--- src/rtl/spi_cmd_decoder.sv ---
// spi_cmd_decoder: turns SSEL-framed SPI byte streams (command byte + data burst) into register-bank reads/writes.
// Latency: wr_en/rd_en 1 cycle after rx_valid; tx_load 2 cycles after rx_valid in READ, 1 cycle after frame_start.
// Backpressure: none; the byte stream cannot stall, so READ relies on rx_valid arriving at least 3 cycles apart.
// Optional: define SPI_CMD_STATS_EN to add the frame_cnt / err_cnt statistics outputs.
module spi_cmd_decoder #(
    parameter int ADDR_W   = 7,
    parameter int NUM_REGS = 128
) (
    input  logic              clk,
    input  logic              rst_n,
    input  logic              frame_start,
    input  logic              frame_end,
    input  logic              rx_valid,
    input  logic [7:0]        rx_byte,
    output logic              wr_en,
    output logic [ADDR_W-1:0] wr_addr,
    output logic [7:0]        wr_data,
    output logic              rd_en,
    output logic [ADDR_W-1:0] rd_addr,
    input  logic [7:0]        rd_data,
    output logic              tx_load,
    output logic [7:0]        tx_byte,
    output logic              cmd_err
`ifdef SPI_CMD_STATS_EN
    ,
    output logic [15:0]       frame_cnt,
    output logic [7:0]        err_cnt
`endif
);

    typedef enum logic [2:0] {
        IDLE  = 3'd0,
        CMD   = 3'd1,
        WRITE = 3'd2,
        READ  = 3'd3,
        DRAIN = 3'd4
    } state_t;

    // Highest legal address; the address counter wraps from here back to 0.
    localparam logic [ADDR_W-1:0] LAST_ADDR = ADDR_W'(NUM_REGS - 1);
    localparam logic [7:0]        NUM_B     = 8'(NUM_REGS);

    state_t              state_q, state_d;
    logic [ADDR_W-1:0]   addr_q, addr_d;
    logic                wr_en_q, wr_en_d;
    logic [ADDR_W-1:0]   wr_addr_q, wr_addr_d;
    logic [7:0]          wr_data_q, wr_data_d;
    logic                rd_en_q, rd_en_d;
    logic [ADDR_W-1:0]   rd_addr_q, rd_addr_d;
    logic                tx_load_q, tx_load_d;
    // tx_sel_q: the byte being loaded this cycle comes straight from rd_data.
    logic                tx_sel_q, tx_sel_d;
    logic [7:0]          tx_hold_q, tx_hold_d;
    logic                cmd_err_q, cmd_err_d;

    logic [ADDR_W-1:0]   cmd_addr;
    logic                cmd_bad;

    // The full 7-bit field is compared, so bits above ADDR_W being set also flag an error.
    assign cmd_addr = rx_byte[ADDR_W-1:0];
    assign cmd_bad  = ({1'b0, rx_byte[6:0]} >= NUM_B);

    function automatic logic [ADDR_W-1:0] next_addr(input logic [ADDR_W-1:0] a);
        return (a == LAST_ADDR) ? '0 : a + ADDR_W'(1);
    endfunction

    // Frame FSM, strobe scheduling and address sequencing.
    always_comb begin
        state_d   = state_q;
        addr_d    = addr_q;
        wr_en_d   = 1'b0;
        wr_addr_d = wr_addr_q;
        wr_data_d = wr_data_q;
        rd_en_d   = 1'b0;
        rd_addr_d = rd_addr_q;
        // A read issued last cycle always completes, even after frame_end.
        tx_load_d = rd_en_q;
        tx_sel_d  = rd_en_q;
        tx_hold_d = tx_sel_q ? rd_data : tx_hold_q;
        cmd_err_d = 1'b0;

        if (frame_start) begin
            // A new frame wins over any byte in the same cycle.
            cmd_err_d = (state_q != IDLE);
            state_d   = CMD;
            tx_load_d = 1'b1;
            tx_sel_d  = 1'b0;
            tx_hold_d = 8'h00;
        end else begin
            if (rx_valid) begin
                case (state_q)
                    CMD: begin
                        if (cmd_bad) begin
                            cmd_err_d = 1'b1;
                            state_d   = DRAIN;
                        end else if (rx_byte[7]) begin
                            addr_d  = cmd_addr;
                            state_d = WRITE;
                        end else begin
                            rd_en_d   = 1'b1;
                            rd_addr_d = cmd_addr;
                            addr_d    = next_addr(cmd_addr);
                            state_d   = READ;
                        end
                    end
                    WRITE: begin
                        wr_en_d   = 1'b1;
                        wr_addr_d = addr_q;
                        wr_data_d = rx_byte;
                        addr_d    = next_addr(addr_q);
                    end
                    READ: begin
                        rd_en_d   = 1'b1;
                        rd_addr_d = addr_q;
                        addr_d    = next_addr(addr_q);
                    end
                    default: ;
                endcase
            end
            // Byte in the same cycle is handled above first, then the frame closes.
            if (frame_end) begin
                state_d = IDLE;
            end
        end
    end

    // State and output registers.
    always_ff @(posedge clk or negedge rst_n) begin
        if (!rst_n) begin
            state_q   <= IDLE;
            addr_q    <= '0;
            wr_en_q   <= 1'b0;
            wr_addr_q <= '0;
            wr_data_q <= 8'h00;
            rd_en_q   <= 1'b0;
            rd_addr_q <= '0;
            tx_load_q <= 1'b0;
            tx_sel_q  <= 1'b0;
            tx_hold_q <= 8'h00;
            cmd_err_q <= 1'b0;
        end else begin
            state_q   <= state_d;
            addr_q    <= addr_d;
            wr_en_q   <= wr_en_d;
            wr_addr_q <= wr_addr_d;
            wr_data_q <= wr_data_d;
            rd_en_q   <= rd_en_d;
            rd_addr_q <= rd_addr_d;
            tx_load_q <= tx_load_d;
            tx_sel_q  <= tx_sel_d;
            tx_hold_q <= tx_hold_d;
            cmd_err_q <= cmd_err_d;
        end
    end

    assign wr_en   = wr_en_q;
    assign wr_addr = wr_addr_q;
    assign wr_data = wr_data_q;
    assign rd_en   = rd_en_q;
    assign rd_addr = rd_addr_q;
    assign tx_load = tx_load_q;
    // Read data is valid only in the load cycle, so it is passed through then and held afterwards.
    assign tx_byte = tx_sel_q ? rd_data : tx_hold_q;
    assign cmd_err = cmd_err_q;

`ifdef SPI_CMD_STATS_EN
    logic        frame_done;
    logic [15:0] frame_cnt_q;
    logic [7:0]  err_cnt_q;

    // A frame counts once its command byte was accepted (including a command byte arriving with frame_end).
    assign frame_done = frame_end && !frame_start &&
                        ((state_q == WRITE) || (state_q == READ) ||
                         ((state_q == CMD) && rx_valid && !cmd_bad));

    // Statistics counters; the error counter saturates.
    always_ff @(posedge clk or negedge rst_n) begin
        if (!rst_n) begin
            frame_cnt_q <= 16'd0;
            err_cnt_q   <= 8'd0;
        end else begin
            if (frame_done) begin
                frame_cnt_q <= frame_cnt_q + 16'd1;
            end
            if (cmd_err_d && (err_cnt_q != 8'hFF)) begin
                err_cnt_q <= err_cnt_q + 8'd1;
            end
        end
    end

    assign frame_cnt = frame_cnt_q;
    assign err_cnt   = err_cnt_q;
`endif

endmodule
--- config.mk ---
export PLATFORM = sky130hd
export DESIGN_NAME = spi_cmd_decoder
export DESIGN_NICKNAME = d
export VERILOG_FILES = /design/src/rtl/spi_cmd_decoder.sv
export SDC_FILE = /design/constraint.sdc
export NUM_CORES = 1
export LEC_CHECK = 0
export ABC_CLOCK_PERIOD_IN_PS = 1500
export BUFFER_PORTS_ARGS = -buffer_cell sky130_fd_sc_hd__buf_4
export CAP_MARGIN = 10
export CORE_ASPECT_RATIO = 1.25
export CORE_MARGIN = 2
export CORE_UTILIZATION = 43
export DETAILED_ROUTE_END_ITERATION = 16
export GPL_TIMING_DRIVEN = 0
export HOLD_SLACK_MARGIN = 0.03
export PLACE_DENSITY = 0.74
export SLEW_MARGIN = 20
export SYNTH_ARGS = -nofsm -noshare
export SYNTH_HDL_FRONTEND = slang
export SYNTH_SLANG_ARGS = --single-unit
--- constraint.sdc ---
create_clock -name clk -period 1.5 [get_ports clk]
set_input_delay 0.15 -clock clk [delete_from_list [all_inputs] [get_ports clk]]
set_output_delay 0.15 -clock clk [all_outputs]
set_load 0.02 [all_outputs]
-- Word level (Yosys, flattened, before mapping)
Cells that the tools add are included.
- bitwise gates (word level): 1
- reduce and logical (&&, ||, !) cells: 10
- magnitude comparators: 0
- equal/unequal tests: 6
- $mul: 0
- div/mod/pow operators: 0
- add/sub/neg operators: 2
- mux-type cells: 23
- shift-type cells: 0
- operator list (operator ; number):
    two-way mux 7 bit ; 4
    case mux 7 bit (2 select lines) ; 2
    two-way mux 8 bit ; 2
    adder 7 x 1 -> 7 bit (second input constant) ; 2
    equality test 7 bit (second input constant) ; 2
    two-way mux 3 bit ; 4
    two-way mux 1 bit ; 10
    nonzero test 3 bit ; 3
    equality test 3 x 2 -> 1 bit (second input constant) ; 2
    AND reduction 3 bit ; 2
    AND reduction 4 bit ; 1
    nonzero test 2 bit ; 2
    equality test 3 x 1 -> 1 bit (second input constant) ; 1
    != test 2 bit (second input constant) ; 1
    case mux 1 bit (2 select lines) ; 1
    AND reduction 2 bit ; 1
    OR reduction 2 bit ; 1
    inverter 1 bit ; 1
- word-level logic and storage cells: 53
- memory bits (read-only): 0
- flip-flop bits (word level): 45
- memories: 0
- bits in writable memories: 0
- output and inout port bits: 34
- latch bits: 0
- input port bits: 21

-- Logic depth before layout (Yosys ltp)
Gate-level depths: netlist (run 1).
- depth in word-level cells: 5
- gate-level depth with buffers: 5
- mapped depth without buffers: 5

-- Worst setup path before layout (run 1)
No wires, ideal clock.
- path type: reg-to-reg
- from: register state_q[0]
- to: register wr_data_q[0], in the netlist wr_data[0]
- data required time: 1.375 ns
- setup slack: 0.052 ns
- arrival time: 1.323 ns
- library setup time: 0.125 ns
- period minus slack after synthesis: 1.448 ns
- stages on the path, launching flop included: 5
- buffers on the path: 2
- cell sequence: dfrtp_1 -> buf_4 -> nor3_4 -> buf_6 -> mux2_2
- cells in the longest elaborated chain, start to end: 2
- ends and longest elaborated chain (element ; line ; source):
    start, declared ; 43 ; state_t state_q, state_d;
    start signal, assigned ; 142 ; state_q <= state_d;
    equality test 3 x 2 -> 1 bit ; 91 ; case (state_q)
    AND reduction 3 bit (no line) ; n/a ;
    end signal, assigned ; 146 ; wr_data_q <= wr_data_d;
    end, declared ; 47 ; logic [7:0] wr_data_q, wr_data_d;
Every way passes these cells.
A chain may end at the register's enable or synchronous reset.

-- Worst setup path in the final report (run 1)
- from: register addr_q[1]
- to: register addr_q[3]
- cells in the longest elaborated chain, start to end: 3
- elaborated cells between the ends (all ways): 4
- classes of those cells: add/sub: 1; eq/ne: 1; mux: 2
- ends and longest elaborated chain (element ; line ; source):
    start, declared ; 44 ; logic [ADDR_W-1:0] addr_q, addr_d;
    start signal, assigned ; 143 ; addr_q <= addr_d;
    adder 7 x 1 -> 7 bit / equality test 7 bit (equally long branches) ; 64 ; return (a == LAST_ADDR) ? '0 : a + ADDR_W'(1);
    two-way mux 7 bit (*) ; 64 ;
    case mux 7 bit (2 select lines) (*) ; 91 ;
Every way passes the cells marked *; elsewhere a longest branch is shown, timed or not.

==> results of run 1 <==
-- cell usage after synthesis, types with 2 or more instances --
cell,n,share of area
dfrtp_1,44,0.52
mux2_2,23,0.12
nand2_1,13,0.023
nor2b_1,12,0.035
nor2_1,10,0.018
o21ai_0,9,0.021
mux2i_1,8,0.038
inv_1,5,0.0089
nand3_1,5,0.012
a21oi_1,4,0.0095
buf_2,3,0.0071
nor3_1,3,0.0071
o211ai_1,3,0.011
a211oi_1,2,0.0071
a221o_1,2,0.0095
a31o_2,2,0.0083
a31oi_1,2,0.0059
clkbuf_1,2,0.0035
ha_1,2,0.012
nand3b_1,2,0.0071
o211a_1,2,0.0095
o221ai_1,2,0.0083
xor2_1,2,0.0083
-- sequential cells by signal, summed over array words and instances, names as in the netlist --
register   flops
wr_addr        7
cmd_err        1
wr_data        8
wr_en          1
addr_q         7
tx_load        1
rd_addr        7
tx_sel_q       1
state_q        2
rd_en          1
tx_hold_q      8
-- metrics by stage --
| step | hold WS, ps | total power, mW | area [µm²] | util |
|---|---|---|---|---|
| finish | 58.01 | 3.111 | 2783 | 0.5884 |
| global placement | 175.7 | 2.363 | 2597 | 0.5492 |
| floorplan | -145.6 | 1.984 | 2117 | - |
| CTS | 47.30 | 3.109 | 2744 | 0.5802 |
| detailed placement | 171.0 | 2.381 | 2597 | 0.5492 |
| global route | 50.37 | 3.294 | 2783 | 0.5884 |
-- what timing repair did --
action                     in CTS  in global routing
hold endpoints to repair       45                  0
buffers inserted                5                  3
gates resized for setup         4                  6
pin swaps                       2                  3
hold buffers                    2                  0
setup endpoints to repair      20                  6
-- worst min path at each step --
stage,startpoint,to,slack (ps),cells past startpoint
finish,frame_start,tx_hold_q[0]$_DFF_PN0_,60,2
global route,frame_start,tx_hold_q[0]$_DFF_PN0_,50,2
CTS,frame_start,tx_sel_q$_DFF_PN0_,50,2
detailed placement,rst_n,tx_load$_DFF_PN0_,170,1
global placement,rst_n,rd_addr[4]$_DFFE_PN0P_,180,1
floorplan,rst_n,addr_q[0]$_DFFE_PN0P_,-150,0
-- power groups by stage --
stage	sequential [mW]	clock, mW	combinational, mW
finish	1.51	0.679	0.922
global route	1.54	0.757	1.00
CTS	1.51	0.706	0.895
detailed placement	1.53	0	0.849
global placement	1.53	0	0.832
floorplan	1.66	0	0.327
-- worst reg2reg max path: cells and delay by family (launching register included) --
family	cells	cell delay (ps)
AOI/OAI and AO/OA	3	650
adders and majority gates	1	160
and+or+nand+nor	1	180
DFF	1	420
-- final cells by class --
class / count / area [µm²] / area share
timing repair buffer: 64 / 485.5 / 0.1745
buffer: 6 / 40.04 / 0.01439
inverter: 5 / 18.77 / 0.006745
clock buffer: 6 / 72.57 / 0.02608
tap: 60 / 75.07 / 0.02698
clock inverter: 1 / 5.005 / 0.001799
multi-input combinational: 126 / 980.9 / 0.3525
sequential: 44 / 1105 / 0.3970
-- kinds of logic after synthesis --
group | Yosys count | synth area share
AO/OA/AOI/OAI | 34 | 0.1170
multiplexers | 31 | 0.1602
buffers and inverters | 12 | 0.02837
adder cells (fa/ha/maj) | 2 | 0.01182
XOR/XNOR | 3 | 0.01241
AND/OR/NAND/NOR | 56 | 0.1501
flip-flops | 44 | 0.5201
-- routing by layer --
metal  part of all wire  global-route usage  vias up
li1                   -                   -      804
met1               0.40              0.2114      808
met2               0.50              0.3220       63
met3              0.070             0.03930        7
met4              0.024             0.08367        0
met5                  0                   0        -
==> flow_summary.yaml, run 1 <==
logic_synthesis:
  postSynthAreaPerCell_um2: 11.63
  syn_nets: 205
  synthArstFlopShare: 1.000
  ys_warn_count: 0
  synth_edf_count: 0
  synth_flop_cell: "dfrtp_1"
  syn_inst: 182
  synth_seq_cells: 44
  syn-cell-area_mm2: 0.002117
  synth.distinct_cells: 43
  ys_seq_area_frac: 0.5201
die:
  ioPinCount: 55
  dieHeight_um: 82.45
  die_w_um: 66.76
  dieArea_mm2: 0.005504
  core-area_mm2: 0.004730
  rows: 28
  start_util: 0.4476
placement:
  post-place-ws_ps: -149.4
  io_buffers: 54
  gp_routability_congestion: 0.8326
  dp_hpwl_um: 3301
  place_inst: 296
global_routing:
  grt_pass1_wl_um: 7569
  grt_max_degree: 45
  antenna_found_initial: 0
  grt_pass1_vias: 1660
  globalRouteTotalUtil: 0.1827
  grt-ovfl-total: 0
cts:
  numCtsBuffers: 5
  clockBufferDepth: 2
  clkTransAtPathRegs_ps: 70
  clock_latency_ps: 290
  htreeDepth: 2
  cts-root-buf: "clkbuf_8"
  cts.sinks: 44
  tritoncts: "built"
drt:
  wl_per_cell_um: 15.10
  wirelength_um: 4710
  firstDrtPassIters: 4
  vias: 1682
  antenna_left: 0
  drc: 0
  vias_per_cell: 5.391
  drtIter0Drc: 96
timing:
  worstMarginPinSlew_ps: 534.8
  final_min_period_over_clock_period: 1.017
  skew_ps: 4.156
  setup_viol: 2
  max_slew_margin: 0.6435
  period_minus_slack_ps: 1525
  setup_slack_ps: -25.43
  hold_viol_final: 0
  rsz0062_at_grt: "true"
  slew_violations: 0
  max_freq_ghz: 0.6556
  fin_tns_setup_ps: -35.89
setup_path:
  critPathRequiredTime_ps: 1670
  crit_type: "reg -> reg"
  path_buf_inv: 0
  cp-end-kind: "register"
  regToRegSetupSlack_ps: -30
  r2r-end: "addr_q[3]$_DFFE_PN0P_"
  path_cells: "ha_4 -> nand4_1 -> o211ai_1 -> o31ai_1 -> a221o_1"
  crit_start: "addr_q[1]$_DFFE_PN0P_"
  rr_worst_depth: 5
  crit_family: "compound AO/OA/AOI/OAI gates"
  cp_num_cells: 5
  crit_slowest_cell: "dfrtp_1"
  max_stage_delay_ps: 420
  start_kind: "register"
  crit_end: "addr_q[3]$_DFFE_PN0P_"
  reg2reg_from: "addr_q[1]$_DFFE_PN0P_"
  cp_max_fo: 4
  worstPathArrival_ps: 1700
status:
  status: "finished, violations left"
  violations: "negative setup slack"
power:
  p_switching_mw: 0.9863
  swShare: 0.3170
  combPwrFrac: 0.296
  ir_drop_v: 0.0006833
  p_int_mw: 2.125
  cellLeakagePower_nw: 1.384
  share_seq_of_total_power: 0.486
  power_density_mw_per_mm2: 1118
  clockPowerShare: 0.218
cells_and_area:
  fin_nets: 275
  area_growth_pct: 31.44
  fill_cells: 438
  drive_gt1_frac: 0.4444
  most-common-layout-cells: "buf_4, dfrtp_1, mux2_2, nand2_1, nor2b_1"
  final_common_cell: "buf_4"
  diodes: 0
  fin_cells: 312
worst_hold_path:
  worst_hold_path_type: "in -> reg"
flow_run:
  cap_violations: 0
(Power assumes the default switching activity.)
==> run 2: changes to the inputs <==
--- a/config.mk
+++ b/config.mk
@@ -5,6 +5,7 @@
 export SDC_FILE = /design/constraint.sdc
 export NUM_CORES = 1
 export LEC_CHECK = 0
+export ABC_AREA = 1
 export ABC_CLOCK_PERIOD_IN_PS = 1500
 export BUFFER_PORTS_ARGS = -buffer_cell sky130_fd_sc_hd__buf_4
 export CAP_MARGIN = 10
@@ -14,7 +15,7 @@
 export DETAILED_ROUTE_END_ITERATION = 16
 export GPL_TIMING_DRIVEN = 0
 export HOLD_SLACK_MARGIN = 0.03
-export PLACE_DENSITY = 0.74
+export PLACE_DENSITY = 0.73
 export SLEW_MARGIN = 20
 export SYNTH_ARGS = -nofsm -noshare
 export SYNTH_HDL_FRONTEND = slang
==> run 2 against run 1 <==
The run now ends clean. Register-to-register slack improved by 140 ps. Synthesized area is 2.7% higher. Die area up 2.5%. Fmax is 9.7% higher. Critical endpoint is now wr_data[3]$_DFFE_PN0P_.
==> flow_summary.yaml, run 2 <==
status:
  status: "finished clean"
logic_synthesis:
  syn_nets: 282
  synth_seq_cells: 44
  synth_top_area_frac: 0.5066
  postSynthAreaPerCell_um2: 8.391
  post-synth-top-area-cell: "dfrtp_1"
  ys_seq_area_frac: 0.5066
  synthArstFlopShare: 1.000
  synth_area_leaders: "dfrtp_1, nand2_1, nand3_1"
  ys_warn_count: 0
  post-synth-top-count-cell: "nand2_1"
  syn-cell-area_mm2: 0.002173
  syn_inst: 259
  synthTopCellsByCount: "nand2_1, dfrtp_1, nand3_1, nor2_1, inv_1"
  synth_flop_cell: "dfrtp_1"
  synth_edf_count: 0
  synth.distinct_cells: 24
global_routing:
  grt_pass1_wl_um: 8583
  grtUsageMet3: 0.03374
  top_usage_layer: "met2"
  globalRouteTotalUtil: 0.1965
  gr-usage-met1: 0.2386
  antenna_found_initial: 0
  grt-ovfl-total: 0
  grt_pass1_vias: 1886
  grt_max_degree: 45
  met2_usage: 0.3235
placement:
  place_inst: 373
  gp_routability_congestion: 0.8814
  dp_hpwl_um: 3963
  io_buffers: 54
  post-place-ws_ps: 20.97
power:
  power_density_mw_per_mm2: 1155
  ir_drop_v: 0.0005998
  cellLeakagePower_nw: 1.449
drt:
  antenna_left: 0
  drtIter0Drc: 102
  wl_per_cell_um: 13.59
  vias: 1910
  wirelength_um: 5177
  vias_per_cell: 5.013
  firstDrtPassIters: 4
  drc: 0
die:
  start_util: 0.4528
  dieArea_mm2: 0.005642
  core-area_mm2: 0.004800
  dieHeight_um: 83.49
  ioPinCount: 55
  rows: 28
  die_w_um: 67.59
cts:
  htreeDepth: 2
  clockBufferDepth: 2
  clkTransAtPathRegs_ps: 80
  cts-root-buf: "clkbuf_8"
  cts.sinks: 44
  clock_latency_ps: 290
  tritoncts: "built"
  numCtsBuffers: 5
cells_and_area:
  diodes: 0
  fill_cells: 457
  fin_cells: 381
  drive_gt1_frac: 0.2866
  most-common-layout-cells: "nand2_1, buf_4, dfrtp_1, nand3_1, nor2_1"
  final_common_cell: "nand2_1"
  area_growth_pct: 26.66
  fin_nets: 344
worst_hold_path:
  worst_hold_path_type: "in -> reg"
timing:
  hold_viol_final: 0
  fin_tns_setup_ps: 0
  max_freq_ghz: 0.7194
  setup_slack_ps: 110.0
  slew_violations: 0
  final_min_period_over_clock_period: 0.9267
  rsz0062_at_grt: "false"
  max_slew_margin: 0.6325
  skew_ps: 4.651
  worstMarginPinSlew_ps: 551.2
  period_minus_slack_ps: 1390
  setup_viol: 0
setup_path:
  crit_type: "reg -> reg"
  cp-end-kind: "register"
  worstPathArrival_ps: 1570
  start_kind: "register"
  cp_max_fo: 10
  critPathRequiredTime_ps: 1680
flow_run:
  cap_violations: 0
==> run 2: cell count changes after synthesis, sizes merged, moves of 6 or more <==
| cell | before | now |
|---|---|---|
| nor2 | 10 | 20 |
| nand3 | 5 | 21 |
| nor2b | 12 | 0 |
| a21oi | 4 | 14 |
| inv | 5 | 22 |
| mux2i | 8 | 0 |
| a31oi | 2 | 9 |
| mux2 | 23 | 0 |
| o21ai | 10 | 16 |
| nand2 | 13 | 92 |
==> run 2: layout make-up <==
cell class,instances,area (µm²),area share
Tap cell,60,75.07,0.02727
Timing Repair Buffer,57,430.4,0.1564
Sequential cell,44,1102,0.4005
Buffer,7,65.06,0.02364
Multi-Input combinational cell,184,919.6,0.3341
Inverter,22,82.58,0.03000
Clock buffer,6,72.57,0.02636
Clock inverter,1,5.005,0.001818
==> run 2: layer usage <==
| metal | wire length (µm) | vias to the layer above | part of all wire |
|---|---|---|---|
| met1 | 2226 | 892 | 0.43 |
| met2 | 2575 | 43 | 0.50 |
| met3 | 184 | 12 | 0.036 |
| li1 | - | 963 | - |
| met5 | 0 | - | 0 |
| met4 | 191 | 0 | 0.037 |
==> run 2: cells by family (layout without fill, tap and decap cells) <==
kind of cell | Yosys count | in the layout | share of synthesized area
buffers and inverters | 31 | 93 | 0.07138
adders and majority gates | 2 | 2 | 0.01151
DFF | 44 | 44 | 0.5066
AOI/OAI and AO/OA | 42 | 42 | 0.1318
and+or+nand+nor | 138 | 138 | 0.2706
xor gates and xnor gates | 2 | 2 | 0.008061
==> run 2: per-stage QoR <==
stage / total power [mW] / utilization / instance area [µm²] / hold WS, ps
2_1_floorplan: 2.084 / - / 2173 / -145.6
3_3_place_gp: 2.499 / 0.5529 / 2654 / 177.9
3_5_place_dp: 2.525 / 0.5529 / 2654 / 179.7
4_1_cts: 3.218 / 0.5704 / 2738 / 94.12
5_1_grt: 3.388 / 0.5735 / 2753 / 106.2
6_report: 3.179 / 0.5735 / 2753 / 101.7
==> run 2: final timing paths <==
| check | start | slack [ps] | cells after the start | to |
|---|---|---|---|---|
| max in group asynchronous | rst_n | 710 | 2 | tx_sel_q$_DFF_PN0_ |
| worst min register to register | wr_data[1]$_DFFE_PN0P_ | 480 | 2 | wr_data[1]$_DFFE_PN0P_ |
| worst max-delay path | state_q[1]$_DFFE_PN0P_ | 110 | 7 | wr_data[3]$_DFFE_PN0P_ |
| worst min-delay path | frame_end | 100 | 3 | state_q[1]$_DFFE_PN0P_ |
| min in group asynchronous | rst_n | 390 | 2 | wr_data[1]$_DFFE_PN0P_ |
| worst max register to register | state_q[1]$_DFFE_PN0P_ | 110 | 7 | wr_data[3]$_DFFE_PN0P_ |
==> run 2: repair_timing <==
action / in CTS / in global routing
buffers inserted: 0 / 2
gates resized for setup: 1 / 2
endpoints found under the setup margin: 8 / 19
hold buffers: 1 / 0
pin swaps: 0 / 1
endpoints found under the hold margin: 44 / 0
cloned: 0 / 0
==> run 2: worst max-delay path: stages, from the launching register on <==
cell and delay (ps):
dfrtp_1 350, buf_6 130, inv_2 100, nor3_4 250, inv_2 140, buf_6 170
nand2_1 80, o21ai_2 50
==> run 2: power by group <==
group          total (mW)  internal [mW]  leakage (nW)  switching (mW)
combinational       0.957          0.404         0.856           0.553
sequential           1.53           1.38         0.552           0.156
clock               0.689          0.317        0.0410           0.372
total                3.18           2.10          1.45            1.08
==> run 3: changes to the inputs <==
--- a/config.mk
+++ b/config.mk
@@ -15,7 +15,7 @@
 export DETAILED_ROUTE_END_ITERATION = 16
 export GPL_TIMING_DRIVEN = 0
 export HOLD_SLACK_MARGIN = 0.03
-export PLACE_DENSITY = 0.73
+export PLACE_DENSITY = 0.69
 export SLEW_MARGIN = 20
 export SYNTH_ARGS = -nofsm -noshare
 export SYNTH_HDL_FRONTEND = slang
==> run 3 against run 2 <==
Via count shrank 2.5%. Utilization grew 0.55 points. Clock skew is essentially flat. Global-route usage shrank 0.45 points. Clock power grew 29%. Fmax grew 0.16%. Combinational power grew 2.1%. Critical path type unchanged. Highest routed layer unchanged.
==> flow_summary.yaml, run 3 (same netlist as run 2, synthesis figures left out) <==
drt:
  drtIter0Drc: 57
  vias_per_cell: 4.877
  antenna_left: 0
  firstDrtPassIters: 4
  vias: 1863
  wirelength_um: 5201
  drc: 0
  wl_per_cell_um: 13.62
cells_and_area:
  diodes: 0
  register_area_mm2: 0.001101
  multi_input_area_um2: 919.6
  fill_cells: 443
  area_growth_pct: 27.86
  fin_nets: 344
  drive_gt1_frac: 0.2857
  utilization: 0.5790
  most-common-layout-cells: "nand2_1, buf_4, dfrtp_1, nand3_1, nor2_1"
  final_common_cell: "nand2_1"
setup_path:
  start_kind: "register"
  cp-end-kind: "register"
  r2r-end: "rd_addr[6]$_DFFE_PN0P_"
  critPathRequiredTime_ps: 1720
  regToRegSetupSlack_ps: 110
  reg2reg_from: "state_q[0]$_DFFE_PN0P_"
  rr_worst_depth: 6
  crit_type: "reg -> reg"
  cp_max_fo: 10
  worstPathArrival_ps: 1610
placement:
  post-place-ws_ps: 16.37
  dp_hpwl_um: 4041
  gp_routability_congestion: 0.8577
  io_buffers: 54
die:
  ioPinCount: 55
  core-area_mm2: 0.004800
  dieHeight_um: 83.49
  dieArea_mm2: 0.005642
  start_util: 0.4528
  die_w_um: 67.59
  rows: 28
global_routing:
  grt_pass1_vias: 1700
  grt_max_degree: 45
  globalRouteTotalUtil: 0.1921
  grt_pass1_wl_um: 8211
  grt-ovfl-total: 0
  antenna_found_initial: 0
power:
  swShare: 0.3264
  ir_drop_v: 0.0006369
  p_switching_mw: 1.104
  p_int_mw: 2.278
  combPwrFrac: 0.289
  share_seq_of_total_power: 0.449
  power_density_mw_per_mm2: 1217
  clockPowerShare: 0.262
  cellLeakagePower_nw: 1.464
worst_hold_path:
  worstHoldStart: "frame_end"
  holdPathEnd: "state_q[1]$_DFFE_PN0P_"
  worst_hold_path_type: "in -> reg"
  whs_path_depth: 3
timing:
  setup_viol: 0
  skew_ps: 4.585
  period_minus_slack_ps: 1388
  max_slew_margin: 0.6272
  hold_viol_final: 0
  slew_violations: 0
  fin_tns_setup_ps: 0
  final_min_period_over_clock_period: 0.9252
  worstMarginPinSlew_ps: 559.2
  setup_slack_ps: 112.2
  max_freq_ghz: 0.7206
  rsz0062_at_grt: "false"
flow_run:
  cap_violations: 0
cts:
  clockBufferDepth: 2
  clock_latency_ps: 290
  cts.sinks: 44
  numCtsBuffers: 5
  clkTransAtPathRegs_ps: 80
  htreeDepth: 2
  tritoncts: "built"
  cts-root-buf: "clkbuf_8"
status:
  status: "finished clean"
## run 3: power groups by stage
stage | Clock [mW] | Combinational, mW | Sequential (mW)
after floorplan | 0 | 0.394 | 1.69
after global placement | 0 | 0.970 | 1.53
after detailed placement | 0 | 0.986 | 1.54
after CTS | 0.913 | 0.987 | 1.52
after global routing | 0.953 | 1.07 | 1.54
final | 0.887 | 0.977 | 1.52
## run 3: metal layers
metal	share of wire	up-vias	GRT usage	routed length (µm)
li1	-	961	-	-
met1	0.43	853	0.2511	2250
met2	0.51	43	0.3200	2654
met3	0.044	6	0.03239	227
met4	0.013	0	0.05566	70
met5	0	-	0	0
## run 3: worst max path at each step
stage                     slack [ps]                     end                    from  depth (start not counted)
after floorplan                  260  rd_addr[5]$_DFFE_PN0P_  state_q[0]$_DFFE_PN0P_                          6
after global placement            30  wr_data[7]$_DFFE_PN0P_  state_q[1]$_DFFE_PN0P_                          7
after detailed placement          20  wr_data[5]$_DFFE_PN0P_  state_q[1]$_DFFE_PN0P_                          7
after CTS                          8  wr_data[7]$_DFFE_PN0P_  state_q[1]$_DFFE_PN0P_                          7
after global routing             0.6  rd_addr[5]$_DFFE_PN0P_  state_q[0]$_DFFE_PN0P_                          6
final                            110  rd_addr[6]$_DFFE_PN0P_  state_q[0]$_DFFE_PN0P_                          6
## run 3: cell type report
cell class,instances,area share
Sequential cell,44,0.3962
Multi-Input combinational cell,184,0.3309
Timing Repair Buffer,56,0.1522
Inverter,22,0.02972
Tap cell,60,0.02701
Clock buffer,6,0.02611
Buffer,8,0.02521
Clock inverter,2,0.01261
## run 3: what timing repair did
item                                    4_1_cts  5_1_grt
endpoints found under the setup margin        8       21
buffers inserted                              0        1
endpoints found under the hold margin        44        0
pin swaps                                     0        1
gates cloned                                  0        0
resized for setup                             0        4
hold buffers                                  1        0
## run 3: per-stage QoR
stage | cells | total power [mW] | area [µm²] | hold slack, ps
after floorplan | 259 | 2.084 | 2173 | -145.6
after global placement | 373 | 2.504 | 2654 | 181.7
after detailed placement | 373 | 2.525 | 2654 | 175.1
after CTS | 381 | 3.418 | 2768 | 89.53
after global routing | 382 | 3.568 | 2779 | 108.9
final | 382 | 3.383 | 2779 | 94.08
## run 3: worst max-delay path, cell delays in order (launching register included)
cell and delay [ps]:
dfrtp_1 410, buf_6 160, nand2_4 70, nor3_4 280, buf_6 190, nor2_1 50
a31oi_2 140
